[src/rtl/hdu_scoreboard.sv]
`default_nettype none
// ============================================================================
// Module   : hdu_scoreboard
// Summary  : Valid-bit scoreboard for in-flight long instructions with RAW/WAW
//            hazard detection, multi-port commit, flush and ALU forwarding.
//            Optional perf counters enabled by macro HDU_SB_PERF_CNT_EN.
// Revision : 1.0 - initial release
// ============================================================================
module hdu_scoreboard #(
    parameter int DEPTH      = 8,
    parameter int NUM_COMMIT = 2,
    parameter int REG_AW     = 5,
    parameter int EXT_W      = 4,
    parameter int BYP_BIT    = 3,
    parameter int ID_W       = $clog2(DEPTH)
) (
    input  logic                         clk,
    input  logic                         rst,
    input  logic                         inst_valid_i,
    input  logic [REG_AW-1:0]            rd_addr_i,
    input  logic [REG_AW-1:0]            rs1_addr_i,
    input  logic [REG_AW-1:0]            rs2_addr_i,
    input  logic                         rd_we_i,
    input  logic                         rs1_re_i,
    input  logic                         rs2_re_i,
    input  logic [EXT_W-1:0]             ex_type_i,
    input  logic [NUM_COMMIT-1:0]        commit_valid_i,
    input  logic [NUM_COMMIT*ID_W-1:0]   commit_id_i,
    input  logic                         flush_i,
    output logic                         hazard_stall_o,
    output logic                         alloc_o,
    output logic [ID_W-1:0]              alloc_id_o,
    output logic                         pass_rs1_o,
    output logic                         pass_rs2_o,
    output logic [ID_W:0]                occupancy_o,
    output logic                         busy_o,
`ifdef HDU_SB_PERF_CNT_EN
    output logic [31:0]                  raw_stall_cnt_o,
    output logic [31:0]                  waw_stall_cnt_o,
    output logic [31:0]                  full_stall_cnt_o,
`endif
    output logic                         full_o
);

    logic [DEPTH-1:0]  r_valid;
    logic [DEPTH-1:0]  r_has_rd;
    logic [REG_AW-1:0] r_rd  [DEPTH];
    logic [EXT_W-1:0]  r_ext [DEPTH];
    logic              r_byp_vld;
    logic [ID_W-1:0]   r_byp_id;
    logic [ID_W:0]     r_occ;

    logic [DEPTH-1:0]  w_commit_hit;
    logic [DEPTH-1:0]  w_live;
    logic [DEPTH-1:0]  w_raw;
    logic [DEPTH-1:0]  w_waw;
    logic [DEPTH-1:0]  w_byp_mask;
    logic [DEPTH-1:0]  w_raw_masked;
    logic [DEPTH-1:0]  w_alloc_vec;
    logic [ID_W-1:0]   w_free_id;
    logic [ID_W:0]     w_commit_cnt;
    logic              w_any_free;
    logic              w_fwd_en;
    logic              w_raw_stall;
    logic              w_waw_stall;
    logic              w_full_stall;
    logic              w_new_has_rd;

    // Duplicate IDs across ports collapse naturally into one hit bit.
    always_comb begin
        w_commit_hit = '0;
        for (int i = 0; i < DEPTH; i++) begin
            for (int k = 0; k < NUM_COMMIT; k++) begin
                if (commit_valid_i[k] && (commit_id_i[k*ID_W +: ID_W] == ID_W'(i)))
                    w_commit_hit[i] = 1'b1;
            end
        end
    end

    assign w_live = r_valid & ~w_commit_hit;

    always_comb begin
        w_raw = '0;
        w_waw = '0;
        for (int i = 0; i < DEPTH; i++) begin
            w_raw[i] = w_live[i] && r_has_rd[i] &&
                       ((rs1_re_i && (rs1_addr_i == r_rd[i])) ||
                        (rs2_re_i && (rs2_addr_i == r_rd[i])));
            w_waw[i] = w_live[i] && r_has_rd[i] && rd_we_i &&
                       (rd_addr_i == r_rd[i]) && (ex_type_i != r_ext[i]);
        end
    end

    assign w_fwd_en     = !ex_type_i[BYP_BIT] && r_byp_vld;
    assign w_byp_mask   = w_fwd_en ? (DEPTH'(1) << r_byp_id) : '0;
    assign w_raw_masked = w_raw & ~w_byp_mask;

    // has_rd implies a non-zero rd, so a zero source can never match here.
    assign pass_rs1_o = inst_valid_i && w_fwd_en && w_live[r_byp_id] && r_has_rd[r_byp_id] &&
                        rs1_re_i && (rs1_addr_i == r_rd[r_byp_id]);
    assign pass_rs2_o = inst_valid_i && w_fwd_en && w_live[r_byp_id] && r_has_rd[r_byp_id] &&
                        rs2_re_i && (rs2_addr_i == r_rd[r_byp_id]);

    // Entries committing this cycle are not free until the next cycle.
    always_comb begin
        w_free_id = '0;
        for (int i = DEPTH - 1; i >= 0; i--) begin
            if (!r_valid[i])
                w_free_id = ID_W'(i);
        end
    end

    assign w_any_free = ~&r_valid;

    always_comb begin
        w_commit_cnt = '0;
        for (int i = 0; i < DEPTH; i++)
            w_commit_cnt = w_commit_cnt + (ID_W+1)'(w_commit_hit[i] & r_valid[i]);
    end

    assign w_raw_stall    = inst_valid_i && (|w_raw_masked);
    assign w_waw_stall    = inst_valid_i && (|w_waw);
    assign w_full_stall   = inst_valid_i && !w_any_free;
    assign hazard_stall_o = w_raw_stall || w_waw_stall || w_full_stall;
    assign alloc_o        = inst_valid_i && !hazard_stall_o && !flush_i;
    assign alloc_id_o     = alloc_o ? w_free_id : '0;
    assign w_alloc_vec    = alloc_o ? (DEPTH'(1) << w_free_id) : '0;
    assign w_new_has_rd   = rd_we_i && (rd_addr_i != '0);

    always_ff @(posedge clk or posedge rst) begin
        if (rst) begin
            r_valid   <= '0;
            r_byp_vld <= 1'b0;
            r_byp_id  <= '0;
            r_occ     <= '0;
        end else if (flush_i) begin
            r_valid   <= '0;
            r_byp_vld <= 1'b0;
            r_occ     <= '0;
        end else begin
            r_valid <= (r_valid & ~w_commit_hit) | w_alloc_vec;
            r_occ   <= r_occ + (ID_W+1)'(alloc_o) - w_commit_cnt;
            if (alloc_o && !ex_type_i[BYP_BIT] && w_new_has_rd) begin
                r_byp_vld <= 1'b1;
                r_byp_id  <= w_free_id;
            end else if (r_byp_vld && w_commit_hit[r_byp_id]) begin
                r_byp_vld <= 1'b0;
            end
        end
    end

    // Payload is qualified by r_valid, so it needs no reset.
    always_ff @(posedge clk) begin
        if (alloc_o) begin
            r_rd[w_free_id]     <= rd_addr_i;
            r_ext[w_free_id]    <= ex_type_i;
            r_has_rd[w_free_id] <= w_new_has_rd;
        end
    end

    assign occupancy_o = r_occ;
    assign busy_o      = |r_valid;
    assign full_o      = (r_occ == (ID_W+1)'(DEPTH));

`ifdef HDU_SB_PERF_CNT_EN
    logic [31:0] r_raw_cnt;
    logic [31:0] r_waw_cnt;
    logic [31:0] r_full_cnt;

    always_ff @(posedge clk or posedge rst) begin
        if (rst) begin
            r_raw_cnt  <= '0;
            r_waw_cnt  <= '0;
            r_full_cnt <= '0;
        end else begin
            if (w_raw_stall && (r_raw_cnt != '1))
                r_raw_cnt <= r_raw_cnt + 32'd1;
            if (w_waw_stall && (r_waw_cnt != '1))
                r_waw_cnt <= r_waw_cnt + 32'd1;
            if (w_full_stall && (r_full_cnt != '1))
                r_full_cnt <= r_full_cnt + 32'd1;
        end
    end

    assign raw_stall_cnt_o  = r_raw_cnt;
    assign waw_stall_cnt_o  = r_waw_cnt;
    assign full_stall_cnt_o = r_full_cnt;
`endif

endmodule
`default_nettype wire
[config.mk]
export PLATFORM = sky130hd
export DESIGN_NAME = hdu_scoreboard
export DESIGN_NICKNAME = d
export VERILOG_FILES = /design/src/rtl/hdu_scoreboard.sv
export SDC_FILE = /design/constraint.sdc
export NUM_CORES = 1
export LEC_CHECK = 0
export BUFFER_PORTS_ARGS = -buffer_cell sky130_fd_sc_hd__buf_2
export CORE_MARGIN = 3
export CORE_UTILIZATION = 43
export CTS_BUF_LIST = sky130_fd_sc_hd__clkbuf_4
export CTS_CLUSTER_SIZE = 28
export DETAILED_ROUTE_END_ITERATION = 10
export SYNTH_ARGS = -nofsm -noshare
export SYNTH_HDL_FRONTEND = slang
export SYNTH_SLANG_ARGS = --single-unit
export TNS_END_PERCENT = 20
[constraint.sdc]
create_clock -name clk -period 7.6 [get_ports clk]
set_input_delay 1.52 -clock clk [delete_from_list [all_inputs] [get_ports clk]]
set_output_delay 1.52 -clock clk [all_outputs]
set_load 0.05 [all_outputs]
==> results.sh <==
export IMPL_ys_seq_area_frac=0.446
export IMPL_io_pins=47
export IMPL_synth_cell_type_count=56
export IMPL_post_cts_resize_count=0
export IMPL_drt_iter0_markers=448
export IMPL_cp_required_ns=7.98
export IMPL_hp_start="r_byp_vld$_DFFE_PP0P_"
export IMPL_cts_tree="built"
export IMPL_clock_latency_ns=0.48
export IMPL_dr_pass1_iters=4
export IMPL_grt_pass1_wl_um=26300
export IMPL_hp_class="reg -> reg"
export IMPL_wl_per_cell_um=22.1
export IMPL_finalHoldViolCount=0
export IMPL_grt_start_max_net_pins=26
export IMPL_hold_path_depth=1
export IMPL_coreArea_mm2=0.0141
export IMPL_drive_gt1_frac=0.144
export IMPL_nets=625
export IMPL_via_per_inst=5.87
export IMPL_syn_mean_instance_area_um2=11.5
export IMPL_p_leak_uw=0.00239
export IMPL_fmax_ghz=0.167
export IMPL_gp_congestion=0.898
export IMPL_fin_skew_ns=0.0208
export IMPL_period_minus_slack_ns=6.01
export IMPL_dp_slack_ns=1.21
export IMPL_cts_sinks=96
export IMPL_grt_total_usage=0.213
export IMPL_cts_buffers=9
export IMPL_synthesis_area_mm2=0.00629
export IMPL_dpl_hpwl_um=12000
export IMPL_holdBufCountCts=0
export IMPL_n_fill_cell=1306
export IMPL_r2r_end="occupancy_o[3]$_DFF_PP0_"
export IMPL_period_share=0.790
export IMPL_antenna_found_initial=0
export IMPL_syn_num_nets=596
export IMPL_synth_area_leaders="edfxtp_1 38%, xnor2_1 13%, xor2_1 10%"
export IMPL_dpl_cell_count=747
export IMPL_vdd_ir_drop_worst_v=0.000112
export IMPL_tns_ns=0
export IMPL_rsz0062_at_grt="no"
export IMPL_finalMaxSlewViolations=0
export IMPL_io_buffers=46
export IMPL_synthArstFlopShare=0.167
export IMPL_status="completed"
export IMPL_start_kind="input pin"
export IMPL_yosysTopAreaCell="edfxtp_1"
export IMPL_synth_edf_count=80
export IMPL_worst_pin_slew_ns=1.12
export IMPL_setup_violations=0
export IMPL_synth_most_common_cell="xnor2_1"
export IMPL_rr_worst_depth=15
export IMPL_power_density_mw_per_mm2=160
export IMPL_worst_setup_path_end_kind="flip-flop"
export IMPL_die_h_um=127
export IMPL_synth_cells=549
export IMPL_start_util=0.446
export IMPL_rr_startpoint="r_byp_id[0]$_DFFE_PP0P_"
export IMPL_std_cell_rows=43
export IMPL_drv_cap=0
export IMPL_htreeDepth=3
export IMPL_clock_path_buffers=2
export IMPL_worstHoldEndpoint="r_byp_vld$_DFFE_PP0P_"
export IMPL_synth_top_area_frac=0.382
export IMPL_syn_to_final_growth_pct=6.13
export IMPL_cp_arrival_ns=6.39
export IMPL_synthTopCellsByCount="90 x xnor2_1, 80 x edfxtp_1, 75 x xor2_1"
export IMPL_clkTransAtPathRegs_ns=0.16
export IMPL_gr_total_overflow=0
export IMPL_grt_pass1_vias=4506
export IMPL_wl_um=16800
export IMPL_cts_root_buffer="clkbuf_4"
export IMPL_fin_cells=762
export IMPL_dieArea_mm2=0.0161
export IMPL_setup_ws_ns=1.59
export IMPL_yosysWarnings=0
export IMPL_diodes=0
export IMPL_ant_nets=0
export IMPL_post_cts_buffers=0
export IMPL_reg2reg_slack_ns=2.31
export IMPL_synthFlopType="edfxtp_1"
export IMPL_slew_headroom=0.254
export IMPL_drc=0
export IMPL_path_class="in -> reg"
export IMPL_die_x_um=127
export IMPL_synth_seq_cells=96
export IMPL_cp_max_fo=6
export IMPL_via_count=4472
-- registers in the layout, indices dropped and copies added (netlist names) --
signal	flops
r_valid	8
r_has_rd	8
r_rd	40
r_byp_id	3
occupancy_o	4
r_ext	32
r_byp_vld	1
-- cell type report --
| class | instances | area (um2) | share of cell area |
|---|---|---|---|
| Clock inverter | 5 | 32.5 | 0.00487 |
| Sequential cell | 96 | 2800 | 0.420 |
| Tap cell | 180 | 225 | 0.0337 |
| Timing Repair Buffer | 47 | 238 | 0.0356 |
| Clock buffer | 10 | 75.1 | 0.0112 |
| Multi-Input combinational cell | 403 | 3220 | 0.483 |
| Inverter | 21 | 78.8 | 0.0118 |
-- critical path, cell delays in order --
cell       delay [ns]
buf_2            0.10
nand2b_1         0.19
o22ai_1          0.44
nor2_1           0.21
o41ai_1          0.17
o2bb2ai_1        0.15
nor3_1           0.53
nand3_1          0.32
fa_1             0.52
fa_1             0.47
fa_1             0.37
inv_1            0.08
fa_1             0.42
ha_1             0.31
ha_1             0.21
xor2_1           0.17
xnor2_1          0.14
nor2_1           0.06
-- layout by cell type (no fill, tap or decap), types with 3 or more instances in the layout --
cell type / n
a21oi_1: 3
a31oi_1: 3
and2_1: 3
and3_1: 10
buf_2: 46
clkbuf_4: 10
dfrtp_1: 16
edfxtp_1: 80
fa_1: 6
ha_1: 7
inv_1: 20
mux2i_1: 6
mux4_2: 13
nand2_1: 32
nand2b_1: 5
nand3_1: 26
nand4_1: 19
nor2_1: 21
nor2b_1: 6
nor3_1: 3
nor4_1: 21
o21ai_0: 8
o22a_1: 3
o22ai_1: 6
o32ai_1: 5
xnor2_1: 90
xor2_1: 75
-- per-stage QoR --
| stage | cell area, um2 | utilization | hold WS (ns) | power, uW |
|---|---|---|---|---|
| floorplan | 6290 | - | 0.474 | 777 |
| global placement | 6570 | 0.466 | 0.497 | 826 |
| detailed placement | 6570 | 0.466 | 0.500 | 830 |
| CTS | 6680 | 0.474 | 0.534 | 1070 |
| global route | 6680 | 0.474 | 0.560 | 1120 |
| finish | 6680 | 0.474 | 0.535 | 1070 |
-- where the power goes --
part	internal (uW)	total, uW	leakage (uW)	switching (uW)
registers	582	610	0.000942	27.7
logic	90.4	209	0.00139	119
clock network	69.0	247	0.0000579	178
-- logic make-up (layout without fill, tap and decap cells) --
family / count (synthesis) / in the layout / synth area share
adder cells (fa/ha/maj): 13 / 13 / 0.0330
AO/OA/AOI/OAI: 44 / 44 / 0.0517
XOR/XNOR: 165 / 165 / 0.230
buffers and inverters: 50 / 83 / 0.0420
flip-flops: 96 / 96 / 0.446
AND/OR/NAND/NOR: 160 / 160 / 0.137
multiplexers: 21 / 21 / 0.0609
-- worst max-delay path by stage --
stage	startpoint	end	depth (start not counted)	slack, ns
5_1_grt	commit_id_i[5]	occupancy_o[3]$_DFF_PP0_	18	1.37
2_1_floorplan	commit_id_i[4]	occupancy_o[3]$_DFF_PP0_	17	1.92
3_3_place_gp	ex_type_i[3]	occupancy_o[3]$_DFF_PP0_	16	1.31
4_1_cts	commit_id_i[5]	occupancy_o[3]$_DFF_PP0_	18	1.73
3_5_place_dp	commit_id_i[5]	occupancy_o[3]$_DFF_PP0_	18	1.21
6_report	commit_id_i[5]	occupancy_o[3]$_DFF_PP0_	18	1.59
-- metal layers --
layer,vias to the layer above,global-route usage,part of all wire
met5,-,0,0
met4,0,0.0700,0.021
met3,25,0.0358,0.068
met2,188,0.328,0.46
met1,2228,0.308,0.45
li1,2031,-,-
(Power assumes the default switching activity.)
